<file path="src/rtl/bcd2bin.sv">
// Sequential three-digit BCD to 9-bit binary converter using reverse double-dabble.
// One conversion per 11 cycles; results are strobed for a single cycle with an error flag.
module bcd2bin (
  input  logic       clk,
  input  logic       rst_n,
  input  logic       in_valid,
  input  logic [2:0] in_hundred,
  input  logic [3:0] in_ten,
  input  logic [3:0] in_unit,
  output logic       in_ready,
  output logic       out_valid,
  output logic [8:0] out_bin,
  output logic       out_err
);

  typedef enum logic [1:0] {
    IDLE = 2'd0,
    CALC = 2'd1,
    DONE = 2'd2
  } state_t;

  localparam logic [3:0] LAST_SHIFT = 4'd8;

  state_t      state;
  state_t      state_nxt;
  logic [10:0] bcd;
  logic [10:0] bcd_nxt;
  logic [8:0]  bin;
  logic [8:0]  bin_nxt;
  logic [3:0]  cnt;
  logic [3:0]  cnt_nxt;
  logic        err;
  logic        err_nxt;
  logic [19:0] shifted;

  // Undo one doubling step of a BCD digit: a digit that reached 8 or more after
  // the right shift received a carried half-ten and must drop back by 3.
  function automatic logic [3:0] digit_fix(input logic [3:0] d);
    return (d >= 4'd8) ? (d - 4'd3) : d;
  endfunction

  function automatic logic digits_illegal(input logic [2:0] h,
                                          input logic [3:0] t,
                                          input logic [3:0] u);
    logic [7:0] tens_units;
    tens_units = ({4'd0, t} * 8'd10) + {4'd0, u};
    return (h > 3'd5) || (t > 4'd9) || (u > 4'd9) ||
           ((h == 3'd5) && (tens_units > 8'd11));
  endfunction

  always_ff @(posedge clk or negedge rst_n) begin
    if (!rst_n) begin
      state <= IDLE;
      bcd   <= '0;
      bin   <= '0;
      cnt   <= '0;
      err   <= 1'b0;
    end else begin
      state <= state_nxt;
      bcd   <= bcd_nxt;
      bin   <= bin_nxt;
      cnt   <= cnt_nxt;
      err   <= err_nxt;
    end
  end

  always_comb begin
    state_nxt = state;
    bcd_nxt   = bcd;
    bin_nxt   = bin;
    cnt_nxt   = cnt;
    err_nxt   = err;
    shifted   = {bcd, bin} >> 1;
    case (state)
      IDLE: begin
        if (in_valid) begin
          bcd_nxt   = {in_hundred, in_ten, in_unit};
          bin_nxt   = '0;
          cnt_nxt   = '0;
          err_nxt   = digits_illegal(in_hundred, in_ten, in_unit);
          state_nxt = CALC;
        end
      end
      CALC: begin
        // The zero-extended hundreds field is at most 3 after a shift, so it
        // never needs the correction and passes straight through.
        bcd_nxt = {shifted[19:17], digit_fix(shifted[16:13]), digit_fix(shifted[12:9])};
        bin_nxt = shifted[8:0];
        cnt_nxt = cnt + 4'd1;
        if (cnt == LAST_SHIFT) begin
          state_nxt = DONE;
        end
      end
      DONE: begin
        state_nxt = IDLE;
      end
      default: begin
        state_nxt = IDLE;
      end
    endcase
  end

  // Outputs decode registered state only, so nothing from the inputs reaches them
  // combinationally and they read zero whenever no result is being presented.
  assign in_ready  = (state == IDLE);
  assign out_valid = (state == DONE);
  assign out_err   = (state == DONE) && err;
  assign out_bin   = ((state == DONE) && !err) ? bin : 9'd0;

endmodule

</file>
<file path="config.mk">
export PLATFORM = sky130hd
export DESIGN_NAME = bcd2bin
export DESIGN_NICKNAME = d
export VERILOG_FILES = /design/src/rtl/bcd2bin.sv
export SDC_FILE = /design/constraint.sdc
export NUM_CORES = 1
export LEC_CHECK = 0
export CAP_MARGIN = 20
export CORE_MARGIN = 2
export CORE_UTILIZATION = 41
export CTS_CLUSTER_DIAMETER = 100
export DETAILED_ROUTE_END_ITERATION = 12
export PLACE_DENSITY = 0.75
export SKIP_CTS_REPAIR_TIMING = 1
export SLEW_MARGIN = 20
export SYNTH_ARGS = -nofsm -noshare
export SYNTH_HDL_FRONTEND = slang
export SYNTH_SLANG_ARGS = --single-unit
</file>
<file path="constraint.sdc">
create_clock -name clk -period 1.95 [get_ports clk]
set_input_delay 0.39 -clock clk [delete_from_list [all_inputs] [get_ports clk]]
set_output_delay 0.39 -clock clk [all_outputs]
set_load 0.01 [all_outputs]
</file>
==> flow_metrics.env <==
export IMPL_regArea_um2=676
export IMPL_clock_latency_ns=0.27
export IMPL_netlist_area_leader_share=0.414
export IMPL_synth_largest_area_cell="dfrtp_1"
export IMPL_finClkSkew_ns=0.0102
export IMPL_groute_usage_overall=0.163
export IMPL_dp_hpwl_um=2410
export IMPL_multi_input_area_um2=945
export IMPL_wl_met3_um=123
export IMPL_core_area_mm2=0.00374
export IMPL_fill_cells=338
export IMPL_num_vias=1397
export IMPL_slew_headroom=0.598
export IMPL_drtIter0Drc=73
export IMPL_nNetsFinal=258
export IMPL_start_kind="input pin"
export IMPL_dieArea_mm2=0.00450
export IMPL_placed_cells=269
export IMPL_highest_layer="met4"
export IMPL_cellPowerDensity_mw_per_mm2=1080
export IMPL_synth_edf_count=0
export IMPL_finalNonFillerCells=275
export IMPL_rsz0062_at_grt="yes"
export IMPL_ant_nets=0
export IMPL_clk_pin_slew_worst_paths_ns=0.09
export IMPL_post_route_min_period_ns=2.15
export IMPL_syn_nets=214
export IMPL_postLayoutCoreUtil=0.589
export IMPL_avgSynthCellArea_um2=8.87
export IMPL_drtPass1Iterations=4
export IMPL_netlist_area_mm2=0.00163
export IMPL_leakagePower_nw=1.19
export IMPL_end_kind="register"
export IMPL_violations="setup timing"
export IMPL_fin_tns_setup_ns=-0.197
export IMPL_grt_pass1_wl_um=5650
export IMPL_final_setup_worst_slack_ns=-0.197
export IMPL_start_util=0.436
export IMPL_cts_buffers=3
export IMPL_peakVddDrop_mv=0.404
export IMPL_die_width_um=67.1
export IMPL_holdWs_ns=0.484
export IMPL_fin_area_mm2=0.00220
export IMPL_place_area_mm2=0.00210
export IMPL_ys_ff_latch=27
export IMPL_post_drt_wl_per_cell_um=12.1
export IMPL_grt_ovfl_total=0
export IMPL_htreeDepth=1
export IMPL_max_freq_mhz=466
export IMPL_path_max_fanout=2
export IMPL_drive_above_1_share=0.145
export IMPL_met2_length_um=1560
export IMPL_synth_area_leaders="dfrtp_1 (41%), ha_1 (11%), nand2_1 (9.0%)"
export IMPL_met1_length_um=1580
export IMPL_critPathKind="input pin to register"
export IMPL_cts_sinks=27
export IMPL_routed_via_density=5.08
export IMPL_cts_tree="built"
export IMPL_synth_seq_area_share=0.414
export IMPL_grt_max_degree=28
export IMPL_required_ns=2.11
export IMPL_totalWireLength_um=3320
export IMPL_port_buffers=25
export IMPL_place_gp_congestion=0.770
export IMPL_fin_crit_sh=1.10
export IMPL_status="complete, but fails checks"
export IMPL_synth_cell_type_count=29
export IMPL_ys_warn_count=0
export IMPL_ctsLongestPathBuffers=2
export IMPL_antenna_found_initial=0
export IMPL_num_antenna_cells=0
export IMPL_io_pins=26
export IMPL_setup_viol=1
export IMPL_worst_hold_path_type="register to register"
export IMPL_drc=0
export IMPL_final_max_slew_viol_count=0
export IMPL_grt_pass1_vias=1311
export IMPL_syn_to_final_growth_pct=35.1
export IMPL_root_buffer="clkbuf_8"
export IMPL_synthArstFlopShare=1.00
export IMPL_synth_flop_cell="dfrtp_1"
export IMPL_synthCells=184
export IMPL_yosysMostFrequentCell="nand2_1"
export IMPL_r2r_slack_ns=0.43
export IMPL_worst_slew_pin_slew_ns=0.603
export IMPL_max_cap_viol_count=0
export IMPL_dieHeight_um=67.1
export IMPL_row_count=22
export IMPL_crit_arrival_ns=2.31
export IMPL_hold_viol=0
export IMPL_yosys_top_cells_count="nand2_1 (39), dfrtp_1 (27), o21ai_0 (19), ha_1 (14), and2_1 (11)"
through the flow:
step / power, mW / setup slack [ns]
6_report: 2.39 / -0.197
2_1_floorplan: 1.73 / -0.321
3_3_place_gp: 2.04 / -0.862
3_5_place_dp: 2.08 / -0.905
4_1_cts: 2.40 / -0.612
5_1_grt: 2.62 / -0.272
worst paths after layout:
path | start | to | cells after the start
worst max-delay path | in_ten[1] | err | 9
worst min-delay path | bcd[9] | bcd[9] | 2
worst max register to register | state[1] | err | 5
worst min register to register | bcd[9] | bcd[9] | 2
max in group asynchronous | rst_n | bin[7] | 2
min in group asynchronous | rst_n | bin[0] | 2
worst max-delay path, stage by stage:
cell and delay, ns:
dlymetal6s2s_1 0.16, ha_4 0.26, ha_4 0.15, fa_2 0.36, xor2_2 0.16, or3b_1 0.34
a21oi_1 0.13, a21oi_1 0.05, o41a_1 0.31
final cells by class:
cell class / count / area share
clock buffer: 3 / 0.0187
sequential: 27 / 0.306
clock inverter: 1 / 0.00227
timing repair buffer: 46 / 0.200
multi-input combinational: 140 / 0.428
tap: 48 / 0.0272
inverter: 10 / 0.0170
state kept, by name, indices dropped and copies added, names as in the netlist:
| name | cells |
|---|---|
| err | 1 |
| state | 2 |
| cnt | 4 |
| bin | 9 |
| bcd | 11 |
report_power, final:
group          leakage (nW)  internal [mW]  switching [mW]
registers             0.340          0.805           0.224
clock network        0.0255          0.143           0.170
logic                 0.827          0.501           0.547
per-layer routing:
metal / vias to the layer above / track usage
met5: - / 0
met4: 0 / 0.0536
met3: 4 / 0.0169
met2: 32 / 0.286
met1: 653 / 0.209
li1: 708 / -
cells by family after synthesis:
| group | count (synthesis) | share of synthesized area |
|---|---|---|
| flip-flops | 27 | 0.414 |
| AND/OR/NAND/NOR | 71 | 0.203 |
| XOR/XNOR | 7 | 0.0376 |
| AO/OA/AOI/OAI | 46 | 0.174 |
| adder cells (fa/ha/maj) | 16 | 0.132 |
| buffers and inverters | 17 | 0.0391 |
layout by cell type, fill, tap and decap left out, drive strengths merged, types with 3 or more instances in the layout:
cell type      netlist  layout
nand2               39      39
dfrtp               27      27
buf                  0      21
o21ai               20      20
ha                  14      14
dlymetal6s2s         0      13
clkdlybuf4s50        0      12
and2                11      11
inv                 10      10
nor2b                7       7
a21oi                6       6
a31oi                6       6
nor2                 5       5
nand3                4       4
a22oi                4       4
xnor2                4       4
clkbuf               7       3
xor2                 3       3
No activity file was read; power rests on OpenSTA's default activity.
